File: src/rtl/mld_7_3_pkg.sv
// Shared constants and types for the (7,3) cyclic majority-logic decoder.
//
// Contents:
//   N, K          - code length and number of info bits
//   CHK_*         - index pairs whose XOR gives an independent estimate of r6
//   state_t       - decoder FSM states
//   form_estimates- packs the four r6 estimates; bit 0 is the raw r6
package mld_7_3_pkg;

    localparam int N = 7;
    localparam int K = 3;

    // Check pairs for g(x)=1+x+x^2+x^4: each pair XORs to c6 on a clean word,
    // and no buffer position appears in more than one estimate.
    localparam int CHK_A_LO = 3;
    localparam int CHK_A_HI = 5;
    localparam int CHK_B_LO = 0;
    localparam int CHK_B_HI = 4;
    localparam int CHK_C_LO = 1;
    localparam int CHK_C_HI = 2;

    typedef enum logic [1:0] {
        IDLE   = 2'd0,
        SHIFT  = 2'd1,
        DECODE = 2'd2,
        DONE   = 2'd3
    } state_t;

    function automatic logic [3:0] form_estimates(input logic [N-1:0] r);
        return {r[CHK_C_LO] ^ r[CHK_C_HI],
                r[CHK_B_LO] ^ r[CHK_B_HI],
                r[CHK_A_LO] ^ r[CHK_A_HI],
                r[N-1]};
    endfunction

endpackage

File: src/rtl/mld_majority4.sv
// Four-input majority vote with tie / disagreement indication.
//
// Ports:
//   est      in  [3:0] estimates of one code bit; est[0] is the raw received bit
//   maj      out       majority value; on a 2-2 tie, the raw bit est[0]
//   tie      out       exactly two estimates are 1
//   disagree out       at least one estimate differs from the others
module mld_majority4 (
    input  logic [3:0] est,
    output logic       maj,
    output logic       tie,
    output logic       disagree
);

    logic [2:0] w_ones;

    assign w_ones   = {2'b00, est[0]} + {2'b00, est[1]} + {2'b00, est[2]} + {2'b00, est[3]};
    assign tie      = (w_ones == 3'd2);
    assign maj      = (w_ones > 3'd2) | (tie & est[0]);
    // Unanimous votes (0 or 4 ones) are the only case with no dissent.
    assign disagree = (w_ones != 3'd0) && (w_ones != 3'd4);

endmodule

File: src/rtl/mld_7_3_decoder.sv
// Serial majority-logic decoder for the cyclic (7,3) code, g(x)=1+x+x^2+x^4.
//
// Bits arrive c6 first; after the 7th accepted bit the buffer is decoded in
// three cycles (c6, c5, c4), each followed by a left rotation, then one DONE
// cycle produces a registered one-cycle info_valid pulse.
//
// Optional feature: define MLD_ERR_STATUS_EN to build tie/disagreement
// tracking, err_corrected, err_detected and err_count. Without it those
// ports are tied to 0 and decoding/timing are identical.
//
// Ports:
//   clk           in           rising-edge clock
//   reset         in           synchronous active-high reset
//   rx_bit        in           received code bit
//   rx_valid      in           rx_bit is valid
//   rx_ready      out          decoder accepts a bit this cycle (IDLE/SHIFT)
//   info_out      out [2:0]    decoded info {c6,c5,c4}, held until next word
//   info_valid    out          one-cycle pulse qualifying info_out and flags
//   err_corrected out          single error corrected in this word
//   err_detected  out          uncorrectable error (tie) seen in this word
//   err_count     out [CNT_W]  saturating count of corrected words
module mld_7_3_decoder
    import mld_7_3_pkg::*;
#(
    parameter int CNT_W = 8
) (
    input  logic             clk,
    input  logic             reset,
    input  logic             rx_bit,
    input  logic             rx_valid,
    output logic             rx_ready,
    output logic [K-1:0]     info_out,
    output logic             info_valid,
    output logic             err_corrected,
    output logic             err_detected,
    output logic [CNT_W-1:0] err_count
);

    state_t         r_state;
    state_t         w_next_state;
    logic [N-1:0]   r_buf;
    logic [2:0]     r_bit_cnt;
    logic [1:0]     r_dec_cnt;
    logic [K-1:0]   r_dec;
    logic [K-1:0]   r_info;
    logic           r_info_valid;

    logic           w_accept;
    logic           w_last_bit;
    logic           w_dec_last;
    logic [3:0]     w_est;
    logic           w_maj;
    logic           w_tie;
    logic           w_dis;

    assign w_accept   = rx_valid && rx_ready;
    assign w_last_bit = (r_bit_cnt == 3'(N - 1));
    assign w_dec_last = (r_dec_cnt == 2'(K - 1));
    assign w_est      = form_estimates(r_buf);

    mld_majority4 u_majority (
        .est      (w_est),
        .maj      (w_maj),
        .tie      (w_tie),
        .disagree (w_dis)
    );

    // FSM state register
    always_ff @(posedge clk) begin
        if (reset) begin
            r_state <= IDLE;
        end else begin
            r_state <= w_next_state;
        end
    end

    // FSM next state and handshake
    always_comb begin
        w_next_state = r_state;
        rx_ready     = 1'b0;
        unique case (r_state)
            IDLE: begin
                rx_ready = 1'b1;
                if (rx_valid) begin
                    w_next_state = SHIFT;
                end
            end
            SHIFT: begin
                rx_ready = 1'b1;
                if (rx_valid && w_last_bit) begin
                    w_next_state = DECODE;
                end
            end
            DECODE: begin
                if (w_dec_last) begin
                    w_next_state = DONE;
                end
            end
            DONE: begin
                w_next_state = IDLE;
            end
            default: begin
                w_next_state = IDLE;
            end
        endcase
    end

    // Receive buffer, bit counter and per-cycle decode
    always_ff @(posedge clk) begin
        if (reset) begin
            r_buf     <= '0;
            r_bit_cnt <= '0;
            r_dec_cnt <= '0;
            r_dec     <= '0;
        end else begin
            case (r_state)
                IDLE, SHIFT: begin
                    r_dec_cnt <= '0;
                    if (w_accept) begin
                        // Shift left so the first bit received lands in r6.
                        r_buf     <= {r_buf[N-2:0], rx_bit};
                        r_bit_cnt <= w_last_bit ? 3'd0 : r_bit_cnt + 3'd1;
                    end
                end
                DECODE: begin
                    // Rotating left brings the next info bit into r6 while the
                    // cyclic structure keeps the same check pairs valid.
                    r_buf     <= {r_buf[N-2:0], r_buf[N-1]};
                    r_dec     <= {r_dec[K-2:0], w_maj};
                    r_dec_cnt <= r_dec_cnt + 2'd1;
                end
                default: begin
                end
            endcase
        end
    end

    // Registered result, loaded from DONE and held until the next word
    always_ff @(posedge clk) begin
        if (reset) begin
            r_info       <= '0;
            r_info_valid <= 1'b0;
        end else begin
            r_info_valid <= (r_state == DONE);
            if (r_state == DONE) begin
                r_info <= r_dec;
            end
        end
    end

    assign info_out   = r_info;
    assign info_valid = r_info_valid;

`ifdef MLD_ERR_STATUS_EN
    logic             r_tie_seen;
    logic             r_dis_seen;
    logic             r_err_corr;
    logic             r_err_det;
    logic [CNT_W-1:0] r_err_cnt;

    always_ff @(posedge clk) begin
        if (reset) begin
            r_tie_seen <= 1'b0;
            r_dis_seen <= 1'b0;
            r_err_corr <= 1'b0;
            r_err_det  <= 1'b0;
            r_err_cnt  <= '0;
        end else begin
            r_err_corr <= 1'b0;
            r_err_det  <= 1'b0;
            case (r_state)
                DECODE: begin
                    r_tie_seen <= r_tie_seen | w_tie;
                    r_dis_seen <= r_dis_seen | w_dis;
                end
                DONE: begin
                    r_err_det  <= r_tie_seen;
                    r_err_corr <= r_dis_seen & ~r_tie_seen;
                    if (r_dis_seen && !r_tie_seen && (r_err_cnt != '1)) begin
                        r_err_cnt <= r_err_cnt + CNT_W'(1);
                    end
                    r_tie_seen <= 1'b0;
                    r_dis_seen <= 1'b0;
                end
                default: begin
                    r_tie_seen <= 1'b0;
                    r_dis_seen <= 1'b0;
                end
            endcase
        end
    end

    assign err_corrected = r_err_corr;
    assign err_detected  = r_err_det;
    assign err_count     = r_err_cnt;
`else
    logic w_unused_status;
    assign w_unused_status = w_tie | w_dis;

    assign err_corrected = 1'b0;
    assign err_detected  = 1'b0;
    assign err_count     = '0;
`endif

endmodule
File: config.mk
export PLATFORM = sky130hd
export DESIGN_NAME = mld_7_3_decoder
export DESIGN_NICKNAME = d
export VERILOG_FILES = /design/src/rtl/mld_7_3_pkg.sv /design/src/rtl/mld_majority4.sv /design/src/rtl/mld_7_3_decoder.sv
export SDC_FILE = /design/constraint.sdc
export NUM_CORES = 1
export LEC_CHECK = 0
export ABC_AREA = 1
export BUFFER_PORTS_ARGS = -buffer_cell sky130_fd_sc_hd__buf_4
export CAP_MARGIN = 20
export CORE_UTILIZATION = 45
export CTS_BUF_LIST = sky130_fd_sc_hd__clkbuf_8
export DETAILED_ROUTE_END_ITERATION = 8
export PLACE_DENSITY = 0.69
export SYNTH_ARGS = -nofsm -noshare
export SYNTH_HDL_FRONTEND = slang
export SYNTH_SLANG_ARGS = --single-unit
File: constraint.sdc
create_clock -name clk -period 1.7 [get_ports clk]
set_input_delay 0.255 -clock clk [delete_from_list [all_inputs] [get_ports clk]]
set_output_delay 0.255 -clock clk [all_outputs]
set_load 0.01 [all_outputs]
==> metrics.cfg, run 1 <==
[setup_path]
max_stage_delay_ps=360
r2r-end=r_dec[0]
cp.arrival_ps=2030
worstSetupEndpoint=r_dec[0]
crit_family=adder cells
startpoint=r_buf[5]
worstRegToRegCells=8
start_kind=register
slowest_stage=fa_2
crit_type=reg2reg
critPathMaxFanout=3
crit_required_ps=1900
endpoint_kind=register
r2r_setup_slack_ps=-120
cp_num_buf_inv=1
path_cells=xor2_1, ha_1, fa_2, inv_2, ha_4, nand4_1, nand3_2, a21oi_2
crit_cells=8
reg2reg_from=r_buf[5]

[logic_synthesis]
yosys_warnings=0
ys_ff_latch=21
synth_cell_types=21
synth_top_area_share_pct=36.8
synthFlopType=dfxtp_1
synth_edf_count=0
synth_area_leaders=dfxtp_1, nor2_1, ha_1
synth_area_sq_mm=0.00114
synth.avg_cell_area_sq_um=7.51
yosysMostFrequentCell=nor2_1
yosysTopAreaCell=dfxtp_1
synth_cells=152
seq_area_frac_synth_pct=36.8
synth-async-reset-ratio_pct=0
synthTopCellsByCount=nor2_1, dfxtp_1, inv_1

[sta]
setup_slack_ps=-125
setup-violations-final=1
tns_ps=-125
finalHoldViolCount=0
rsz0062_at_grt=yes
fmax_ghz=0.548
period_needed_ps=1820
fin_skew_ps=2.08
finalCritPeriodShare_pct=107
drv_slew=0

[global_route]
grt_pass1_vias=840
antenna_found_initial=0
grt_pass1_wl_mm=3.40
grt_max_degree=17
gr-total-overflow=0
track_usage_pct=17.0

[drt]
vias_per_cell=4.76
drtIter0Drc=15
drt-wirelength-per-cell_microns=10.5
postRouteAntennaNets=0
finalWirelength_mm=2.00
via_count=909
drc_errors=0
firstDrtPassIters=4

[clock_tree]
cts_buffer_depth=2
htree_levels=1
cts_root_buf=clkbuf_8
cts_buffers=3
clk_latency_ps=260
holdBufCountCts=0
cts.clk_slew.worst_paths_ps=80
cts_tree=yes
cts.sinks=21

[power]
p_leak_nw=0.604
peakVddDrop_mv=0.943
p_per_area_mw_per_mm2=1860

[cells_and_area]
fin_nets=178
syn_to_final_growth_pct=12.5
fin_cells=191
num_antenna_cells=0
fin_area_sq_mm=0.00128
fill_cells=226
drive_above_1_share_pct=20.2

[floorplan]
io_pins=19
die_h_microns=52.4
coreArea_sq_mm=0.00230
initial_utilization_pct=49.7
placementRows=17
die_x_microns=52.4
dieArea_sq_mm=0.00274

[worst_hold_path]
min_path_type=in2reg

[place]
place_hpwl_mm=1.41
placed_cells=187
placed_area_sq_mm=0.00120
port_buffers=8
place.gp.congestion=0.702

[run]
maxCapViolations=0

[status]
status=complete, but fails checks
violations=setup timing

## registers in the layout (all words and copies together), names as in the netlist
name        flops
info_out        3
info_valid      1
r_bit_cnt       3
r_buf           7
r_dec           3
r_dec_cnt       2
r_state         2
## cell families (layout without fill, tap and decap cells)
family / after synthesis / after routing / share of synthesized area [%]
compound gates: 24 / 24 / 10.7
xor+xnor: 3 / 3 / 2.30
fa+ha+maj: 10 / 10 / 11.6
buf+inv: 31 / 33 / 14.0
flops: 21 / 21 / 36.8
other cells: 1 / 10 / 0.329
simple gates: 62 / 62 / 24.1
## metrics by stage
step	setup slack [ps]	hold slack [ps]	power, mW	utilization (%)
3_3_place_gp	-43.5	450	1.84	52.3
2_1_floorplan	-10.2	324	1.65	-
4_1_cts	-137	167	2.34	55.3
6_report	-125	171	2.39	55.9
3_5_place_dp	-107	453	1.90	52.3
5_1_grt	-213	173	2.60	55.9
## worst min path at each step
stage | cells past startpoint | slack (ps) | end | startpoint
global placement | 2 | 450 | r_dec_cnt[1] | r_dec_cnt[1]
CTS | 2 | 170 | r_dec_cnt[1] | reset
global route | 2 | 170 | r_dec[0] | reset
detailed placement | 2 | 450 | r_dec_cnt[1] | r_dec_cnt[1]
finish | 2 | 170 | r_dec[0] | reset
floorplan | 1 | 320 | r_dec[0] | reset
## final cells by class
type	instances	area, sq um	share of cell area (%)
multi-input combinational	109	628	48.9
sequential	21	424	33.0
inverter	20	80.1	6.24
timing repair buffer	9	67.6	5.26
clock buffer	3	41.3	3.22
tap	28	35.0	2.73
clock inverter	1	7.51	0.585
## report_power, final
group          switching [mW]  total [mW]  internal (mW)
Sequential              0.125       0.776          0.651
Clock                   0.173       0.338          0.166
Combinational           0.759        1.27          0.513
## timing repair
| item | 4_1_cts | 5_1_grt |
|---|---|---|
| setup endpoints to repair | 1 | 2 |
| gates resized for setup | 5 | 5 |
| pin swaps | 8 | 4 |
| buffers inserted | 0 | 0 |
## metal layers
metal	global-route usage (%)	up-vias	wire length, microns
met2	28.5	29	940
met3	5.22	4	114
met4	5.26	0	22
met5	0	-	0
met1	20.5	399	921
li1	-	477	-
## layout by cell type (no fill, tap or decap), types with 3 or more instances in the layout
master / n
ha_1: 7
a21oi_1: 4
conb_1: 10
inv_2: 4
clkbuf_8: 3
nand2_1: 10
buf_4: 9
dfxtp_1: 18
o21ai_0: 16
nor2_1: 39
dfxtp_2: 3
xor2_1: 3
nand3_1: 4
inv_1: 15
## worst reg2reg max path, delay by kind of cell, from the launching register on
kind	cells	cell delay, ps
XOR/XNOR	1	160
AO/OA/AOI/OAI	1	130
AND/OR/NAND/NOR	2	210
buffers and inverters	1	70
adder cells (fa/ha/maj)	3	870
flip-flops	1	340
Power figures use the tool's default switching activity.
==> inputs of run 2 (changes only) <==
PLACE_DENSITY = 0.66   (was 0.69)
clock period = 2.1 ns   (was 1.7 ns; I/O delays follow)
==> run 2 against run 1 <==
  * The run now ends clean
  * Clock power decreased by 22%
  * Total power fell by 26%
  * Combinational power down 31%
  * Final cell count decreased by 0.52%
  * Clock skew up 3.1 ps
  * Core utilization down 2.1 points
  * Global-route usage decreased by 0.12 points
  * Cell area decreased by 3.7%
  * Count of clock-buffer cells in the layout stayed put
  * Maximum frequency fell by 6.6%
==> metrics.cfg, run 2 (synthesized netlist as in run 1, its figures left out) <==
[worst_hold_path]
min_path_type=in2reg  ; unchanged
holdPathEnd=r_dec[0]  ; unchanged
hold_start=reset  ; unchanged
hold_depth=2  ; unchanged

[setup_path]
slowest_stage=fa_1  ; was fa_2
reg2reg_from=r_buf[3]  ; was r_buf[5]
endpoint_kind=register  ; unchanged
crit_family=adder cells  ; unchanged
max_stage_delay_ps=420  ; was 360 ps
r2r_setup_slack_ps=150  ; was -120 ps
start_kind=register  ; unchanged
crit_type=reg2reg  ; unchanged
r2r-end=r_dec[0]  ; unchanged
critPathMaxFanout=3  ; unchanged
path_cells=xor2_1, ha_1, fa_1, inv_1, ha_1, nand3_1, nand2_1, nand3_1, a21oi_1  ; was xor2_1, ha_1, fa_2, inv_2, ha_4, nand4_1, nand3_2, a21oi_2
cp_num_buf_inv=1  ; unchanged
crit_required_ps=2260  ; was 1900 ps
worstRegToRegCells=9  ; was 8
cp.arrival_ps=2110  ; was 2030 ps

[cells_and_area]
top_register=r_buf  ; unchanged
fill_cells=244  ; was 226
drive_above_1_share_pct=12.3  ; was 20.2%
syn_to_final_growth_pct=8.33  ; was 12.5%
num_antenna_cells=0  ; unchanged
final-seq-area_sq_um=420  ; was 424 sq um
fin_cells=190  ; was 191
layout_common_cells=nor2_1, dfxtp_1, inv_1  ; was nor2_1, dfxtp_1, o21ai_0
layout_commonest_cell=nor2_1  ; unchanged
utilization_pct=53.8  ; was 55.9%
largest_register_ffs=7  ; unchanged
multiInputGateArea_sq_um=594  ; was 628 sq um
fin_nets=177  ; was 178

[clock_tree]
htree_levels=1  ; unchanged
cts.sinks=21  ; unchanged
cts.clk_slew.worst_paths_ps=80  ; about the same
holdBufCountCts=0  ; unchanged
postCtsResizedCells=0  ; was 5
cts_buffer_depth=2  ; unchanged
cts_buffers=3  ; unchanged
clk_latency_ps=260  ; about the same
cts_root_buf=clkbuf_8  ; unchanged
cts_tree=yes  ; unchanged
cts_setup_buffers=0  ; unchanged

[floorplan]
io_pins=19  ; unchanged
die_h_microns=52.4  ; unchanged
initial_utilization_pct=49.7  ; unchanged
die_x_microns=52.4  ; unchanged
dieArea_sq_mm=0.00274  ; unchanged
placementRows=17  ; unchanged
coreArea_sq_mm=0.00230  ; unchanged

[drt]
via_count=899  ; was 909
drc_errors=0  ; unchanged
firstDrtPassIters=4  ; unchanged
drt-wirelength-per-cell_microns=9.77  ; was 10.5 microns
drtIter0Drc=10  ; was 15
vias_per_cell=4.73  ; was 4.76
finalWirelength_mm=1.86  ; was 2.00 mm
postRouteAntennaNets=0  ; unchanged

[place]
placed_cells=186  ; was 187
place_hpwl_mm=1.40  ; was 1.41 mm
place.gp.congestion=0.747  ; was 0.702
port_buffers=8  ; unchanged

[sta]
period_needed_ps=1950  ; was 1820 ps
setup-violations-final=0  ; was 1
finalHoldViolCount=0  ; unchanged
fin_skew_ps=5.19  ; was 2.08 ps
rsz0062_at_grt=no  ; was yes
fmax_ghz=0.512  ; was 0.548 GHz
finalCritPeriodShare_pct=93.0  ; was 107%
drv_slew=0  ; unchanged
tns_ps=0  ; was -125 ps

[global_route]
grt_max_degree=17  ; unchanged
gr-total-overflow=0  ; unchanged
antenna_found_initial=0  ; unchanged
grt_pass1_vias=821  ; was 840
grt_pass1_wl_mm=3.37  ; was 3.40 mm
track_usage_pct=16.9  ; was 17.0%

[status]
status=completed  ; was complete, but fails checks

[run]
maxCapViolations=0  ; unchanged

[power]
p_per_area_mw_per_mm2=1430  ; was 1860 mW/mm^2
peakVddDrop_mv=0.682  ; was 0.943 mV
p_leak_nw=0.603  ; was 0.604 nW

## run 2: cell count changes in the layout (fill, tap and decap cells not counted), sizes merged
cell      before  now
clkinv         1    2
buf            9    8
clkinvlp       1    0
## run 2: worst max-delay path by stage
stage,start,slack [ps],endpoint,cells past startpoint
final,r_buf[3],150,r_dec[0],9
after global routing,r_buf[3],50,r_dec[0],9
after CTS,r_buf[3],150,r_dec[0],9
after detailed placement,r_buf[3],200,r_dec[0],9
after global placement,r_buf[3],270,r_dec[0],9
after floorplan,r_buf[5],310,r_dec[0],9
## run 2: metrics by stage
stage / hold slack [ps] / setup WS (ps) / area [sq um] / total power [mW]
final: 236 / 146 / 1240 / 1.77
after global routing: 248 / 45.3 / 1240 / 1.97
after CTS: 230 / 150 / 1240 / 1.79
after detailed placement: 456 / 199 / 1190 / 1.51
after global placement: 451 / 267 / 1190 / 1.48
after floorplan: 384 / 307 / 1170 / 1.33
## run 2: cell type report
class	instances	area share [%]
clock buffers	3	3.34
clock inverters	1	0.405
inverters	20	6.48
multi-input cells	109	48.1
flip-flops and latches	21	34.0
well taps	28	2.83
repair buffers	8	4.86
## run 2: per-layer routing
layer	share of wire [%]	global-route usage [%]	vias up
met2	45	29.7	20
met3	3.7	3.48	4
li1	-	-	479
met1	49	19.7	396
met4	1.6	6.58	0
met5	0	0	-
## run 2: worst reg2reg max path, stage by stage, from the launching register on
cell	delay, ps
dfxtp_1	370
xor2_1	180
ha_1	270
fa_1	420
inv_1	70
ha_1	230
nand3_1	90
nand2_1	60
nand3_1	90
a21oi_1	60
## run 2: report_power, final
part / leakage [nW] / internal (mW) / total (mW) / switching [mW]
combinational: 0.405 / 0.342 / 0.880 / 0.538
sequential: 0.172 / 0.521 / 0.626 / 0.105
clock: 0.0255 / 0.132 / 0.263 / 0.131
total: 0.603 / 0.995 / 1.77 / 0.774
==> inputs of run 3 (changes only) <==
ABC_AREA = not set   (was 1)
==> run 3 against run 2 <==
  * The flow now finishes with violations (setup timing)
  * Final cell count decreased by 12%
  * Register-to-register slack got worse by 160 ps
  * Total power is 35% lower
  * Routed wire length up 5.0%
  * Sequential power is 22% lower
  * Sequential cell count did not move
  * Combinational power is 55% lower
  * Sequential share of layout area decreased by 0.74 points
  * First-iteration DRC count is 60% higher
  * Cell area grew 2.8%
  * Worst hold slack gained 150 ps
  * Critical path type unchanged
  * Largest cell class unchanged
  * Highest routed layer unchanged
==> metrics.cfg, run 3 <==
[logic_synthesis]
synth_adder_area_share_pct=11.9  ; was 11.6%
synth_top_area_share_pct=37.7  ; was 36.8%
synthFlopType=dfxtp_1  ; unchanged
synth_cell_types=31  ; was 21
seq_area_frac_synth_pct=37.7  ; was 36.8%
synth_top_family_by_area=simple AND/OR/NAND/NOR gates  ; unchanged
ys_ff_latch=21  ; unchanged
synth_area_sq_mm=0.00112  ; was 0.00114 sq mm
synth.avg_cell_area_sq_um=8.86  ; was 7.51 sq um
synthMuxAreaShare_pct=6.28  ; was 0%
synth-async-reset-ratio_pct=0  ; unchanged
synth_edf_count=0  ; unchanged
synth_area_leaders=dfxtp_1, ha_1, buf_4  ; was dfxtp_1, nor2_1, ha_1
synthXorXnorAreaFrac_pct=2.35  ; was 2.30%
synth_cells=126  ; was 152
synthTopCellsByCount=dfxtp_1, a21oi_1, buf_4  ; was nor2_1, dfxtp_1, inv_1
yosys_warnings=0  ; unchanged
synth-simple-area-share_pct=16.4  ; was 24.1%
yosysMostFrequentCell=dfxtp_1  ; was nor2_1
yosysTopAreaCell=dfxtp_1  ; unchanged
synth_compound_area_share_pct=14.0  ; was 10.7%

[place]
placed_cells=162  ; was 186
place_hpwl_mm=1.39  ; was 1.40 mm
place.gp.congestion=0.748  ; was 0.747
placed_area_sq_mm=0.00122  ; was 0.00119 sq mm
port_buffers=8  ; unchanged

[floorplan]
die_x_microns=51.8  ; was 52.4 microns
io_pins=19  ; unchanged
initial_utilization_pct=49.0  ; was 49.7%
placementRows=17  ; unchanged
dieArea_sq_mm=0.00268  ; was 0.00274 sq mm
coreArea_sq_mm=0.00228  ; was 0.00230 sq mm
die_h_microns=51.8  ; was 52.4 microns

[sta]
finalCritPeriodShare_pct=100  ; was 93.0%
period_needed_ps=2110  ; was 1950 ps
drv_slew=0  ; unchanged
rsz0062_at_grt=yes  ; was no
setup_slack_ps=-9.10  ; was 146 ps
maxSlewHeadroom_pct=64.9
worst_pin_slew_ps=527
worst_hold_slack_ps=382  ; was 236 ps
fin_skew_ps=2.48  ; was 5.19 ps
fmax_ghz=0.474  ; was 0.512 GHz
finalHoldViolCount=0  ; unchanged
setup-violations-final=1  ; was 0
tns_ps=-9.10  ; was 0 ps

[worst_hold_path]
hold_start=reset  ; unchanged
min_path_type=in2reg  ; unchanged
hold_depth=2  ; unchanged
holdPathEnd=r_dec_cnt[0]  ; was r_dec[0]

[power]
peakVddDrop_mv=0.615  ; was 0.682 mV
p_leak_nw=0.527  ; was 0.603 nW
p_per_area_mw_per_mm2=905  ; was 1430 mW/mm^2

[global_route]
grt_pass1_wl_mm=3.36  ; was 3.37 mm
antenna_found_initial=0  ; unchanged
gr-total-overflow=0  ; unchanged
grt_pass1_vias=783  ; was 821
track_usage_pct=17.2  ; was 16.9%
grt_max_degree=24  ; was 17

[cells_and_area]
syn_to_final_growth_pct=13.9  ; was 8.33%
fin_area_sq_mm=0.00127  ; was 0.00124 sq mm
largest_register_ffs=7  ; unchanged
layout_common_cells=dfxtp_1, buf_4, a21oi_1  ; was nor2_1, dfxtp_1, inv_1
num_antenna_cells=0  ; unchanged
multiInputGateArea_sq_um=624  ; was 594 sq um
final-seq-area_sq_um=423  ; was 420 sq um
drive_above_1_share_pct=18.0  ; was 12.3%
fill_cells=204  ; was 244
layout_commonest_cell=dfxtp_1  ; was nor2_1
fin_nets=154  ; was 177
top_register=r_buf  ; unchanged
fin_cells=167  ; was 190

[clock_tree]
cts.sinks=21  ; unchanged
clk_latency_ps=260  ; about the same
cts_buffer_depth=2  ; unchanged
cts_root_buf=clkbuf_8  ; unchanged
holdBufCountCts=0  ; unchanged
cts_buffers=3  ; unchanged
htree_levels=1  ; unchanged
cts.clk_slew.worst_paths_ps=80  ; about the same
cts_tree=yes  ; unchanged

[setup_path]
crit_type=reg2reg  ; unchanged
slowest_stage=or4b_4  ; was fa_1
crit_required_ps=2250  ; was 2260 ps
crit_family=adder cells  ; unchanged
cp.arrival_ps=2260  ; was 2110 ps
r2r-end=r_dec[0]  ; unchanged
critPathMaxFanout=2  ; was 3
start_kind=register  ; unchanged
worstRegToRegCells=7  ; was 9
path_cells=xor2_1, ha_1, fa_2, ha_4, or4b_4, o211ai_1, a21oi_1  ; was xor2_1, ha_1, fa_1, inv_1, ha_1, nand3_1, nand2_1, nand3_1, a21oi_1
r2r_setup_slack_ps=-9  ; was 150 ps
endpoint_kind=register  ; unchanged
reg2reg_from=r_buf[3]  ; unchanged
max_stage_delay_ps=480  ; was 420 ps
cp_num_buf_inv=0  ; was 1

[drt]
met1_length_microns=987  ; was 915 microns
drc_errors=0  ; unchanged
finalWirelength_mm=1.95  ; was 1.86 mm
wl_met2_microns=870  ; was 841 microns
drtIter0Drc=16  ; was 10
drt-wirelength-per-cell_microns=11.7  ; was 9.77 microns
via_count=853  ; was 899
wl_met3_microns=69  ; was 68 microns
top_layer=met4  ; unchanged
firstDrtPassIters=4  ; unchanged
postRouteAntennaNets=0  ; unchanged
vias_per_cell=5.11  ; was 4.73

[run]
maxCapViolations=0  ; unchanged

[status]
violations=setup timing
status=complete, but fails checks  ; was completed

-- run 3: worst max path at each step --
stage,from,depth (start not counted),slack (ps),end
5_1_grt,r_buf[3],7,-90,r_dec[0]
3_5_place_dp,r_buf[5],7,-50,r_dec[0]
4_1_cts,r_buf[3],8,-40,r_dec[0]
3_3_place_gp,r_buf[5],7,6,r_dec[0]
2_1_floorplan,r_buf[5],7,20,r_dec[0]
6_report,r_buf[3],7,-9,r_dec[0]
-- run 3: area by class of cell --
type                            count  share of cell area [%]
Inverter                            8                    2.36
Tap cell                           28                    2.76
Multi-Input combinational cell     91                    49.1
Clock inverter                      1                   0.394
Sequential cell                    21                    33.3
Timing Repair Buffer               15                    8.86
Clock buffer                        3                    3.25
-- run 3: cells by family after synthesis --
kind of cell | after synthesis
and+or+nand+nor | 34
AOI/OAI and AO/OA | 27
DFF | 21
xor gates and xnor gates | 3
other | 1
buffers and inverters | 23
adders and majority gates | 10
muxes | 7
-- run 3: what timing repair did --
action,4_1_cts,5_1_grt
setup buffers,1,0
pin swaps,7,2
cloned,0,0
endpoints found under the setup margin,1,1
resized for setup,1,1
-- run 3: metrics by stage --
| step | power (mW) | setup slack (ps) | util (%) |
|---|---|---|---|
| after global routing | 1.23 | -85.6 | 55.9 |
| after floorplan | 0.787 | 18.9 | - |
| after CTS | 1.16 | -35.3 | 55.9 |
| after global placement | 0.873 | 5.78 | 53.4 |
| after detailed placement | 0.886 | -50.0 | 53.4 |
| final | 1.15 | -9.10 | 55.9 |
-- run 3: metal layers --
layer  up-vias  track usage, %
li1        437               -
met1       391            21.1
met2        20            28.4
met3         5            5.26
met4         0            5.41
met5         -               0
-- run 3: report_power, final --
| part | switching (mW) | internal (mW) |
|---|---|---|
| Clock | 0.139 | 0.132 |
| Combinational | 0.219 | 0.173 |
| Sequential | 0.0461 | 0.440 |
| Total | 0.404 | 0.746 |
